===== src/rtl/config_sequencer.sv =====
// config_sequencer
//   Parses a framed configuration word stream and writes it to the fabric's
//   shared config bus. The frame is a header (MAGIC, N), then N (addr, data)
//   pairs, then a check word equal to the XOR of every earlier word in the
//   frame. Each write is a one-cycle strobe. WRITE_GAP idle bus cycles follow
//   each strobe.
// Ports:
//   clk, reset        clock; asynchronous active-high reset
//   start             arms a new load (only seen in IDLE/DONE/ERR)
//   in_data/in_valid  incoming bitstream word; in_ready accepts it
//   config_addr/data  registered fabric bus, zero whenever not strobing
//   busy              a load is in progress
//   done/error        sticky result of the last load
//   entries_written   strobes issued in the current or last load
module config_sequencer #(
    parameter int          WRITE_GAP = 1,
    parameter logic [15:0] MAGIC     = 16'hC0F1
) (
    input  logic        clk,
    input  logic        reset,
    input  logic        start,
    input  logic [31:0] in_data,
    input  logic        in_valid,
    output logic        in_ready,
    output logic [31:0] config_addr,
    output logic [31:0] config_data,
    output logic        busy,
    output logic        done,
    output logic        error,
    output logic [15:0] entries_written
);

    typedef enum logic [3:0] {
        IDLE, HDR, ADDR, DATA, WRITE, GAP, CHECK, DONE, ERR
    } state_t;

    // Last value of the gap counter before leaving GAP. It is unused when
    // WRITE_GAP is 0 because GAP is then never entered.
    localparam logic [15:0] GAP_LAST = (WRITE_GAP > 0) ? 16'(WRITE_GAP - 1) : 16'd0;

    state_t      state_reg, state_next;
    logic [15:0] remaining_reg;
    logic [31:0] addr_reg;
    logic [31:0] acc_reg;
    logic [15:0] gap_cnt_reg;
    logic [31:0] config_addr_reg, config_data_reg;
    logic [15:0] entries_reg;
    logic        done_reg, error_reg;

    logic accept;
    logic arm;

    assign in_ready = (state_reg == HDR) || (state_reg == ADDR) ||
                      (state_reg == DATA) || (state_reg == CHECK);
    assign busy     = !((state_reg == IDLE) || (state_reg == DONE) || (state_reg == ERR));
    assign accept   = in_valid && in_ready;
    assign arm      = start && !busy;

    assign config_addr     = config_addr_reg;
    assign config_data     = config_data_reg;
    assign done            = done_reg;
    assign error           = error_reg;
    assign entries_written = entries_reg;

    always_ff @(posedge clk or posedge reset) begin
        if (reset) begin
            state_reg <= IDLE;
        end else begin
            state_reg <= state_next;
        end
    end

    always_comb begin
        state_next = state_reg;
        case (state_reg)
            IDLE, DONE, ERR: begin
                if (start) state_next = HDR;
            end
            HDR: begin
                if (accept) begin
                    if (in_data[31:16] != MAGIC)  state_next = ERR;
                    else if (in_data[15:0] == 0)  state_next = CHECK;
                    else                          state_next = ADDR;
                end
            end
            ADDR: begin
                // Unit code 0 is the bus idle code and can never be a target.
                if (accept) state_next = (in_data[31:16] == 16'd0) ? ERR : DATA;
            end
            DATA: begin
                if (accept) state_next = WRITE;
            end
            WRITE: begin
                // remaining_reg still counts the entry being written here.
                if (WRITE_GAP > 0)            state_next = GAP;
                else if (remaining_reg == 1)  state_next = CHECK;
                else                          state_next = ADDR;
            end
            GAP: begin
                // remaining_reg was already decremented on leaving WRITE.
                if (gap_cnt_reg == GAP_LAST)
                    state_next = (remaining_reg == 16'd0) ? CHECK : ADDR;
            end
            CHECK: begin
                if (accept) state_next = (in_data == acc_reg) ? DONE : ERR;
            end
            default: state_next = IDLE;
        endcase
    end

    always_ff @(posedge clk or posedge reset) begin
        if (reset) begin
            remaining_reg   <= '0;
            addr_reg        <= '0;
            acc_reg         <= '0;
            gap_cnt_reg     <= '0;
            config_addr_reg <= '0;
            config_data_reg <= '0;
            entries_reg     <= '0;
            done_reg        <= 1'b0;
            error_reg       <= 1'b0;
        end else begin
            // The bus idles at zero; only the DATA accept loads a strobe,
            // so every strobe is exactly the one WRITE cycle wide.
            config_addr_reg <= '0;
            config_data_reg <= '0;

            if (arm) begin
                done_reg    <= 1'b0;
                error_reg   <= 1'b0;
                entries_reg <= '0;
                acc_reg     <= '0;
            end

            // The check word itself is never folded into the accumulator.
            if (accept && state_reg != CHECK) acc_reg <= acc_reg ^ in_data;

            if (accept && state_reg == HDR)  remaining_reg <= in_data[15:0];
            if (accept && state_reg == ADDR) addr_reg <= in_data;
            if (accept && state_reg == DATA) begin
                config_addr_reg <= addr_reg;
                config_data_reg <= in_data;
            end

            if (state_reg == WRITE) begin
                entries_reg   <= entries_reg + 16'd1;
                remaining_reg <= remaining_reg - 16'd1;
                gap_cnt_reg   <= '0;
            end
            if (state_reg == GAP) gap_cnt_reg <= gap_cnt_reg + 16'd1;

            if (state_next == DONE && state_reg != DONE) done_reg  <= 1'b1;
            if (state_next == ERR  && state_reg != ERR)  error_reg <= 1'b1;
        end
    end

endmodule

===== config.mk =====
export PLATFORM = sky130hd
export DESIGN_NAME = config_sequencer
export DESIGN_NICKNAME = d
export VERILOG_FILES = /design/src/rtl/config_sequencer.sv
export SDC_FILE = /design/constraint.sdc
export NUM_CORES = 1
export LEC_CHECK = 0
export ABC_AREA = 1
export BUFFER_PORTS_ARGS = -buffer_cell sky130_fd_sc_hd__buf_4
export CORE_MARGIN = 3
export CORE_UTILIZATION = 57
export DETAILED_ROUTE_END_ITERATION = 10
export PLACE_DENSITY = 0.85
export SYNTH_ARGS = -nofsm -noshare
export SYNTH_HDL_FRONTEND = slang
export SYNTH_SLANG_ARGS = --single-unit

===== constraint.sdc =====
create_clock -name clk -period 6.7 [get_ports clk]
set_input_delay 0.67 -clock clk [delete_from_list [all_inputs] [get_ports clk]]
set_output_delay 0.67 -clock clk [all_outputs]
set_load 0.02 [all_outputs]

==> results of run 1 <==
[layer usage]
metal | track usage, % | share of wire [%]
met1 | 32.8 | 42
met2 | 41.4 | 50
met3 | 5.05 | 5.7
met4 | 6.94 | 1.8
met5 | 0 | 0
[path summary, 6_finish.rpt]
| check | from | endpoint | slack, ns | cells past startpoint |
|---|---|---|---|---|
| max | state_reg[0]$_DFF_PP0_ | busy | 4.25 | 5 |
| min | reset | config_data[27]$_DFF_PP0_ | 0.43 | 2 |
| min in group clk | addr_reg[0]$_DFFE_PP0P_ | addr_reg[0]$_DFFE_PP0P_ | 0.49 | 2 |
| min reg2reg | addr_reg[0]$_DFFE_PP0P_ | addr_reg[0]$_DFFE_PP0P_ | 0.49 | 2 |
| max reg2reg | state_reg[0]$_DFF_PP0_ | entries_written[1]$_DFFE_PP0P_ | 4.31 | 7 |
| max in group asynchronous | reset | acc_reg[30]$_DFFE_PP0P_ | 4.71 | 3 |
[worst reg2reg max path, cell delays in order, from the launching register on]
cell                      delay (ns)
sky130_fd_sc_hd__dfrtp_1        0.43
sky130_fd_sc_hd__inv_1          0.18
sky130_fd_sc_hd__nand2_1        0.18
sky130_fd_sc_hd__nor2_4         0.52
sky130_fd_sc_hd__inv_2          0.36
sky130_fd_sc_hd__nand2_1        0.31
sky130_fd_sc_hd__inv_1          0.12
sky130_fd_sc_hd__a22o_1         0.19
[cells by family after synthesis]
| logic type | share of synthesized area (%) |
|---|---|
| simple gates | 22.8 |
| flops | 55.5 |
| buf+inv | 9.31 |
| compound gates | 10.2 |
| xor+xnor | 1.28 |
| fa+ha+maj | 0.610 |
| mux | 0.366 |
[cells in the final DEF (no fill, tap or decap), types with 3 or more instances in the layout]
| master | synthesis | routed |
|---|---|---|
| sky130_fd_sc_hd__nor2_4 | 3 | 3 |
| sky130_fd_sc_hd__nand2_4 | 5 | 5 |
| sky130_fd_sc_hd__nor4_1 | 6 | 6 |
| sky130_fd_sc_hd__nand2_1 | 230 | 230 |
| sky130_fd_sc_hd__ha_1 | 4 | 4 |
| sky130_fd_sc_hd__xnor2_1 | 4 | 4 |
| sky130_fd_sc_hd__nand4_1 | 20 | 20 |
| sky130_fd_sc_hd__inv_6 | 1 | 5 |
| sky130_fd_sc_hd__buf_4 | 6 | 121 |
| sky130_fd_sc_hd__o21ai_1 | 34 | 34 |
| sky130_fd_sc_hd__nand2_2 | 5 | 5 |
| sky130_fd_sc_hd__o21ai_0 | 43 | 43 |
| sky130_fd_sc_hd__o211ai_1 | 8 | 8 |
| sky130_fd_sc_hd__bufinv_16 | 0 | 3 |
| sky130_fd_sc_hd__xor2_1 | 8 | 8 |
| sky130_fd_sc_hd__mux2i_1 | 3 | 3 |
| sky130_fd_sc_hd__nor2_1 | 117 | 117 |
| sky130_fd_sc_hd__clkbuf_16 | 0 | 17 |
| sky130_fd_sc_hd__nand3_1 | 33 | 33 |
| sky130_fd_sc_hd__o22ai_1 | 34 | 34 |
| sky130_fd_sc_hd__nor3_1 | 10 | 10 |
| sky130_fd_sc_hd__dfrtp_1 | 182 | 182 |
| sky130_fd_sc_hd__inv_1 | 148 | 147 |
| sky130_fd_sc_hd__a21oi_1 | 11 | 11 |
[through the flow]
stage	worst slack [ns]	total power, mW	utilization, %
floorplan	1.09	2.48	-
global placement	4.18	2.73	65.5
detailed placement	4.16	2.80	65.5
CTS	4.27	3.87	69.9
global route	4.11	4.11	69.9
finish	4.25	3.86	69.9
[final cells by class]
class	instances	area, sq um	area share [%]
Clock inverter	15	198	2.02
Timing Repair Buffer	121	908	9.29
Sequential cell	182	4550	46.6
Clock buffer	17	425	4.35
Tap cell	180	225	2.30
Inverter	151	577	5.90
Multi-Input combinational cell	600	2890	29.6
[power by group]
part | internal (mW) | switching [mW] | leakage (nW)
registers | 1.40 | 0.194 | 2.41
logic | 0.416 | 0.808 | 2.36
clock network | 0.598 | 0.448 | 0.301
total | 2.41 | 1.45 | 5.07
==> results_dict.tcl, run 1 <==
set metrics [dict create \
    dr_drc_count 0 \
    outcome "finished, final reports clean" \
    setup.worst_path.class "flop to primary output" \
    clock_skew_ns 0.0116 \
    clkSinkCount 182 \
    die_h_um 126 \
    cp_slowest_cell "sky130_fd_sc_hd__dfrtp_1" \
    power.ir.vdd_worst_mv 0.213 \
    die_w_um 126 \
    drt_first_iter_violations 587 \
    library_cell_with_the_highest_instance_count_after_synthesis "sky130_fd_sc_hd__nand2_1" \
    fmaxAchievable_ghz 0.409 \
    setup.worst_path.end_class "primary output" \
    syn_inst 959 \
    cp_cell_sequence "inv_1, nand2_1, o21ai_1, inv_1, buf_4" \
    synth_sequential_area_ratio_pct 55.5 \
    ys_seq_elements 182 \
    clockBufferDepth 2 \
    routed-via-count 6812 \
    critPathArrivalTime_ns 1.78 \
    antenna_cells_inserted 0 \
    post_cts_hold_buffer_count 0 \
    htree_levels 4 \
    globalplace.congestion 0.897 \
    synth.area.top_cells "sky130_fd_sc_hd__dfrtp_1, sky130_fd_sc_hd__nand2_1, sky130_fd_sc_hd__inv_1, sky130_fd_sc_hd__nor2_1, sky130_fd_sc_hd__o21ai_0" \
    buffer_count_from_post_cts_setup_fixing 0 \
    total_leakage_power_nw 5.07 \
    fin_worst_hold_slack_ns 0.428 \
    number_of_flops_mapped_to_enable_cells_by_yosys 0 \
    post_synth.cell_area_avg_sq_um 8.56 \
    grt_remaining_overflow 0 \
    final_antenna_net_count 0 \
    routed_wire_length_per_instance_um 15.2 \
    post_synth_num_cell_types 42 \
    ios 120 \
    placed_area_sq_mm 0.00916 \
    final.period_utilization_pct 36.5 \
    syn-num-nets 999 \
    clkLatencyLatePin_ns 0.43 \
    grt_pass1_wl_um 32000 \
    hold_path.class "primary input to asynchronous set/reset pin" \
    setup_viol 0 \
    cp_data_required_time_ns 6.03 \
    finish.instance_area_sq_mm 0.00978 \
    hold_violations 0 \
    postSynth.asyncResetShare_pct 100 \
    row_count 43 \
    cpMostUsedCell "sky130_fd_sc_hd__inv_1" \
    netlist.top_cell.by_area "sky130_fd_sc_hd__dfrtp_1" \
    post-synth-top-area-fraction_pct 55.5 \
    wirelength_um 19200 \
    cts_tree "built" \
    worstPathMaxFanout 6 \
    synthFlopType "sky130_fd_sc_hd__dfrtp_1" \
    initial_utilization_pct 58.7 \
    detailed_route_vias_per_instance 5.38 \
    dpl.cell_count 1234 \
    clk_pin_slew_worst_paths_ns 0.07 \
    ys.warnings.count 0 \
    via_count_of_the_first_global_routing_pass 6675 \
    slew_violations 0 \
    area_of_the_mapped_netlist_sq_mm 0.00821 \
    grt_antenna_before_repair 0 \
    placeableCoreArea_sq_mm 0.0140 \
    crit_path_max_incr_delay_ns 0.43 \
    cap_viol_max_count 0 \
    cts_buffers 17 \
    relative_slew_margins_pct 31.5 \
    crit_buf_inv 3 \
    timing_worst_slew_pin_value_ns 1.03 \
    p_per_area_mw_per_mm2 395 \
    path_delay_family "flip-flops" \
    fin_nets 1113 \
    globalRouteTotalUtil_pct 24.6 \
    cts_root_buf "sky130_fd_sc_hd__clkbuf_16" \
    grt_setup_unrepaired "no" \
    fillerInstances 1044 \
    fp.dieArea_sq_mm 0.0159 \
    post_layout_nonfiller_instances 1266 \
    buffer_ports.inserted 119 \
    post_synth_most_frequent_cells "sky130_fd_sc_hd__nand2_1, sky130_fd_sc_hd__dfrtp_1, sky130_fd_sc_hd__inv_1" \
    area_growth_pct 19.1 \
    critical_path.startpoint_type "flop" \
    largest_net_degree_at_the_start_of_global_routing 101 \
    drtPass1Iterations 5 \
    clock_period_minus_final_worst_setup_slack_ns 2.45 \
    setup-tns-final_ns 0 \
    post_cts_resize_count 0 \
    detailed_place_hpwl_um 13100 \
    final_layout_size_suffix_gt1_share_pct 16.4 \
]
(Power assumes the default switching activity.)
==> inputs of run 2 (changes only) <==
- CORE_UTILIZATION: 57 -> 52
- PLACE_DENSITY: 0.85 -> 0.82
- clock period: 6.7 -> 2.2 ns (I/O delays scaled with it)
==> run 2 against run 1 <==
Largest cell class unchanged. Wire length up 0.71%. Sequential power rose to 3.0 times the previous value. Hold slack worse by 0.37 ns. Register-to-register slack worse by 4.0 ns. Cell area up 1.1%. Largest power group unchanged.
==> results_dict.tcl, run 2 (synthesis results as in run 1) <==
set metrics [dict create \
    min_path_cells 3 \
    fmaxAchievable_ghz 0.510 \
    final_core_utilization_pct 64.5 \
    htree_levels 4 \
    power.internal_mw 7.17 \
    final_antenna_net_count 0 \
    cap_viol_max_count 0 \
    slew_violations 0 \
    relative_slew_margins_pct 57.3 \
    post_cts_resize_count 0 \
    total_leakage_power_nw 5.11 \
    timing_worst_slew_pin_value_ns 0.640 \
    post_placement_worst_setup_slack_ns 0.326 \
    die_w_um 132 \
    detailed_route_vias_per_instance 5.23 \
    critical_path.startpoint_type "flop" \
    grt_pass1_wl_um 32000 \
    die_h_um 132 \
    setup.worst_path.class "flop to primary output" \
    fin_worst_hold_slack_ns 0.0577 \
    design_power_total_mw 11.5 \
    clock_power_share_pct 25.1 \
    rr_worst_depth 9 \
    clk_pin_slew_worst_paths_ns 0.07 \
    cts_tree "built" \
    clock_skew_ns 0.00934 \
    drtPass1Iterations 6 \
    grt_remaining_overflow 0 \
    finish.instance_area_sq_mm 0.00988 \
    share_comb_of_total_power_pct 32.9 \
    grt_setup_unrepaired "no" \
    setup_viol 0 \
    outcome "finished, final reports clean" \
    clockBufferDepth 2 \
    buffer_count_from_post_cts_setup_fixing 0 \
    clkSinkCount 182 \
    clkLatencyLatePin_ns 0.44 \
    dr_drc_count 0 \
    routed-via-count 6840 \
    buffer_ports.inserted 119 \
    drt_first_iter_violations 651 \
    switching_power_mw 4.33 \
    fillerInstances 1254 \
    power_switching_share_pct 37.6 \
    final_layout_size_suffix_gt1_share_pct 17.0 \
    grt_antenna_before_repair 0 \
    worstPathMaxFanout 6 \
    power.sequential.fraction_pct 42.0 \
    power.ir.vdd_worst_mv 0.798 \
    layout.cells.most_common "sky130_fd_sc_hd__nand2_1" \
    globalRouteTotalUtil_pct 22.6 \
    via_count_of_the_first_global_routing_pass 6613 \
    p_per_area_mw_per_mm2 1160 \
    fp.dieArea_sq_mm 0.0173 \
    largest_net_degree_at_the_start_of_global_routing 120 \
    cts_buffers 17 \
    antenna_cells_inserted 0 \
    wirelength_um 19300 \
    cts_root_buf "sky130_fd_sc_hd__clkbuf_16" \
    routed_wire_length_per_instance_um 14.8 \
    clock_period_minus_final_worst_setup_slack_ns 1.96 \
    placeableCoreArea_sq_mm 0.0153 \
    hold_path.class "primary input to flop" \
    fin_nets 1124 \
    cp_data_required_time_ns 1.98 \
    initial_utilization_pct 53.6 \
    placed_area_sq_mm 0.00932 \
    hold_violations 0 \
    final_critical_path_setup_slack_ns 0.238 \
    detailed_place_hpwl_um 13600 \
    final.period_utilization_pct 89.2 \
    mostFrequentLayoutCells "sky130_fd_sc_hd__nand2_1, sky130_fd_sc_hd__dfrtp_1, sky130_fd_sc_hd__inv_1, sky130_fd_sc_hd__buf_4, sky130_fd_sc_hd__nor2_1" \
    ios 120 \
    globalplace.congestion 0.969 \
    setup.worst_path.end_class "primary output" \
    critPathArrivalTime_ns 1.74 \
    area_growth_pct 20.4 \
    row_count 45 \
]
## run 2: cell types whose count changed in the layout (fill, tap and decap cells not counted)
cell                            change
sky130_fd_sc_hd__buf_12             +4
sky130_fd_sc_hd__buf_4              +6
sky130_fd_sc_hd__bufinv_16          -2
sky130_fd_sc_hd__clkbuf_1           +1
sky130_fd_sc_hd__clkinv_2           +3
sky130_fd_sc_hd__clkinv_8           -1
sky130_fd_sc_hd__clkinvlp_4         +1
sky130_fd_sc_hd__dlygate4sd3_1      +1
sky130_fd_sc_hd__inv_6              -1
sky130_fd_sc_hd__inv_8              -1
## run 2: power by group through the flow
stage               sequential (mW)  combinational [mW]  clock [mW]
floorplan                      4.88                2.69           0
global placement               4.83                3.59           0
detailed placement             4.85                3.74           0
CTS                            4.82                3.78        2.90
global route                   4.94                4.28        3.04
finish                         4.83                3.79        2.88
## run 2: worst max-delay path, cell delays in order (launching register included)
cell                      delay (ns)
sky130_fd_sc_hd__dfrtp_1        0.43
sky130_fd_sc_hd__inv_1          0.18
sky130_fd_sc_hd__nand2_1        0.18
sky130_fd_sc_hd__o21ai_1        0.27
sky130_fd_sc_hd__inv_1          0.08
sky130_fd_sc_hd__buf_4          0.17
## run 2: timing repair
item                                    in CTS  in global routing
hold buffers                                 1                  0
endpoints found under the setup margin       0                  0
endpoints found under the hold margin       63                  0
## run 2: cell type report
type                       instances  area (sq um)  area share (%)
sequential                       182          4550            46.1
multi-input combinational        600          2890            29.3
timing repair buffer             132          1040            10.6
inverter                         151           576            5.82
clock buffer                      18           429            4.34
tap                              211           264            2.67
clock inverter                    14           125            1.27
## run 2: per-layer routing
layer	vias up	global-route usage (%)	wire length, um
li1	3310	-	-
met1	3201	29.5	8070
met2	285	37.1	9460
met4	0	6.83	388
met5	-	0	0
met3	44	6.36	1410
## run 2: metrics by stage
| step | TNS (ns) | instances |
|---|---|---|
| floorplan | -64.89 | 959 |
| global placement | 0 | 1275 |
| detailed placement | 0 | 1275 |
| CTS | 0 | 1308 |
| global route | 0 | 1308 |
| finish | 0 | 1308 |
## run 2: path summary, 6_finish.rpt
path	from	endpoint	slack (ns)
worst max register to register	state_reg[0]$_DFF_PP0_	acc_reg[22]$_DFFE_PP0P_	0.28
max in group asynchronous	reset	acc_reg[19]$_DFFE_PP0P_	1.15
min in group asynchronous	reset	gap_cnt_reg[5]$_DFFE_PP0P_	0.46
worst min register to register	addr_reg[29]$_DFFE_PP0P_	addr_reg[29]$_DFFE_PP0P_	0.49
worst max-delay path	state_reg[0]$_DFF_PP0_	busy	0.24
worst min-delay path	in_data[27]	config_data[27]$_DFF_PP0_	0.06
==> inputs of run 3 (changes only) <==
- CORE_UTILIZATION: 52 -> 57
- GPL_TIMING_DRIVEN: unset -> 1
- PLACE_DENSITY: 0.82 -> 0.85
- clock period: 2.2 -> 2.1 ns (I/O delays scaled with it)
==> run 3 against run 2 <==
The run now ends with negative hold slack left. Power is 6.7% higher. Clock-buffer cell count grew 2. Flip-flop and latch count did not move. Core utilization increased by 6.0 points. Hold slack worse by 0.069 ns. Die area fell by 8.4%. Register-to-register slack got worse by 0.10 ns. Clock power up 12%. Cell area decreased by 0.22%. Sequential power rose by 4.8%. Largest power group unchanged. Highest routed layer unchanged.
==> results_dict.tcl, run 3 (synthesis results as in run 1) <==
set metrics [dict create \
    wirelength_um 19000 \
    crit_path_max_incr_delay_ns 0.42 \
    critPathArrivalTime_ns 1.73 \
    globalRouteTotalUtil_pct 25.0 \
    die_w_um 126 \
    total_leakage_power_nw 5.11 \
    ios 120 \
    crit-reg2reg-capture "acc_reg[14]$_DFFE_PP0P_" \
    regToRegSetupSlack_ns 0.18 \
    cap_viol_max_count 0 \
    routed_wire_length_per_instance_um 14.9 \
    power.ir.vdd_worst_mv 0.698 \
    clock_skew_ns 0.00731 \
    grt_setup_unrepaired "no" \
    routed-via-count 6839 \
    area_growth_pct 20.1 \
    detailed_place_hpwl_um 13000 \
    htree_levels 4 \
    buffer_ports.inserted 119 \
    outcome "complete, but fails checks" \
    layout.cells.most_common "sky130_fd_sc_hd__nand2_1" \
    hold_violations 20 \
    fin_worst_hold_slack_ns -0.0112 \
    cp_slowest_cell "sky130_fd_sc_hd__dfrtp_1" \
    grt_antenna_before_repair 0 \
    globalplace.congestion 0.863 \
    via_count_of_the_first_global_routing_pass 6709 \
    largest_net_degree_at_the_start_of_global_routing 138 \
    clkSinkCount 182 \
    cpMostUsedCell "sky130_fd_sc_hd__inv_1" \
    rr_worst_depth 9 \
    drt_first_iter_violations 772 \
    final_antenna_net_count 0 \
    antenna_cells_inserted 0 \
    placeableCoreArea_sq_mm 0.0140 \
    timing.rr.start "state_reg[0]$_DFF_PP0_" \
    fillerInstances 1040 \
    p_per_area_mw_per_mm2 1240 \
    clock_period_minus_final_worst_setup_slack_ns 1.94 \
    fin_nets 1122 \
    cts_tree "built" \
    setup.worst_path.class "flop to primary output" \
    relative_slew_margins_pct 53.0 \
    grt_pass1_wl_um 32200 \
    clkLatencyLatePin_ns 0.43 \
    setup.worst_path.end_class "primary output" \
    violations "negative hold slack" \
    die_h_um 126 \
    cts_buffers 17 \
    drtPass1Iterations 6 \
    clk_pin_slew_worst_paths_ns 0.07 \
    fp.dieArea_sq_mm 0.0159 \
    hold_path.class "primary input to asynchronous set/reset pin" \
    grt_remaining_overflow 0 \
    critical_path.startpoint_type "flop" \
    initial_utilization_pct 58.7 \
    clockBufferDepth 2 \
    setup_viol 0 \
    design_power_total_mw 12.3 \
    cp_cell_sequence "inv_1, nand2_1, o21ai_1, inv_1, buf_4" \
    mostFrequentLayoutCells "sky130_fd_sc_hd__nand2_1, sky130_fd_sc_hd__dfrtp_1, sky130_fd_sc_hd__inv_1, sky130_fd_sc_hd__buf_4, sky130_fd_sc_hd__nor2_1" \
    slew_violations 0 \
    row_count 43 \
    cts_root_buf "sky130_fd_sc_hd__clkbuf_16" \
    fmaxAchievable_ghz 0.515 \
    final.period_utilization_pct 92.5 \
    placed_area_sq_mm 0.00926 \
    finish.instance_area_sq_mm 0.00986 \
    dr_drc_count 0 \
    buffer_count_from_post_cts_setup_fixing 0 \
    cp_data_required_time_ns 1.89 \
    timing_worst_slew_pin_value_ns 0.704 \
    worstPathMaxFanout 6 \
    final_layout_size_suffix_gt1_share_pct 17.2 \
    detailed_route_vias_per_instance 5.36 \
]
[run 3: cell count changes in the layout (fill, tap and decap cells not counted)]
cell | previous run | this run
sky130_fd_sc_hd__buf_12 | 4 | 3
sky130_fd_sc_hd__bufinv_16 | 1 | 2
sky130_fd_sc_hd__clkbuf_8 | 0 | 2
sky130_fd_sc_hd__clkinv_2 | 5 | 1
sky130_fd_sc_hd__clkinvlp_4 | 3 | 4
sky130_fd_sc_hd__dlygate4sd3_1 | 1 | 0
sky130_fd_sc_hd__inv_6 | 4 | 5
sky130_fd_sc_hd__inv_8 | 1 | 0
sky130_fd_sc_hd__nor2_1 | 117 | 115
sky130_fd_sc_hd__nor2_2 | 1 | 3
[run 3: timing repair]
action                                  in CTS  in global routing
hold buffers                                 0                  0
gates resized for setup                      0                  2
endpoints found under the setup margin       0                  2
[run 3: worst max-delay path: cells and delay by family, from the launching register on]
family,cells,cell delay [ns]
AND/OR/NAND/NOR,1,0.17
AO/OA/AOI/OAI,1,0.27
flip-flops,1,0.42
buffers and inverters,3,0.44
[run 3: layer usage]
| metal | global-route usage, % | vias to the layer above | routed length, um |
|---|---|---|---|
| met5 | 0 | - | 0 |
| met4 | 9.15 | 0 | 430 |
| met3 | 6.19 | 41 | 1390 |
| met2 | 40.3 | 269 | 9210 |
| met1 | 33.4 | 3236 | 8020 |
| li1 | - | 3293 | - |
[run 3: worst max path at each step]
stage	startpoint	endpoint	slack, ns	depth (start not counted)
floorplan	reset	acc_reg[0]$_DFFE_PP0P_	-0.45	1
global placement	state_reg[0]$_DFF_PP0_	acc_reg[7]$_DFFE_PP0P_	0.27	9
detailed placement	state_reg[0]$_DFF_PP0_	acc_reg[24]$_DFFE_PP0P_	0.22	9
CTS	state_reg[0]$_DFF_PP0_	busy	0.16	5
global route	state_reg[0]$_DFF_PP0_	busy	0.02	5
finish	state_reg[0]$_DFF_PP0_	busy	0.16	5
[run 3: power by group]
part	internal, mW	total (mW)	switching, mW	leakage, nW
clock network	1.83	3.22	1.39	0.284
logic	1.41	3.99	2.58	2.41
registers	4.45	5.06	0.609	2.41
total	7.70	12.3	4.57	5.11
[run 3: through the flow]
step | utilization, % | hold slack [ns] | setup WS [ns] | instances | TNS [ns]
final | 70.5 | -0.0112 | 0.157 | 1275 | 0
after CTS | 70.5 | 0.00490 | 0.165 | 1275 | 0
after global routing | 70.5 | 0.0374 | 0.0250 | 1275 | 0
after detailed placement | 66.2 | 0.466 | 0.219 | 1243 | 0
after global placement | 66.2 | 0.457 | 0.268 | 1243 | 0
after floorplan | - | 0.349 | -0.447 | 959 | -81.27
[run 3: area by class of cell]
type / count / area (sq um) / share of cell area (%)
clock inverter: 12 / 140 / 1.42
clock buffer: 20 / 457 / 4.63
timing repair buffer: 130 / 1010 / 10.3
tap: 180 / 225 / 2.28
sequential: 182 / 4550 / 46.2
inverter: 151 / 576 / 5.84
multi-input combinational: 600 / 2900 / 29.4
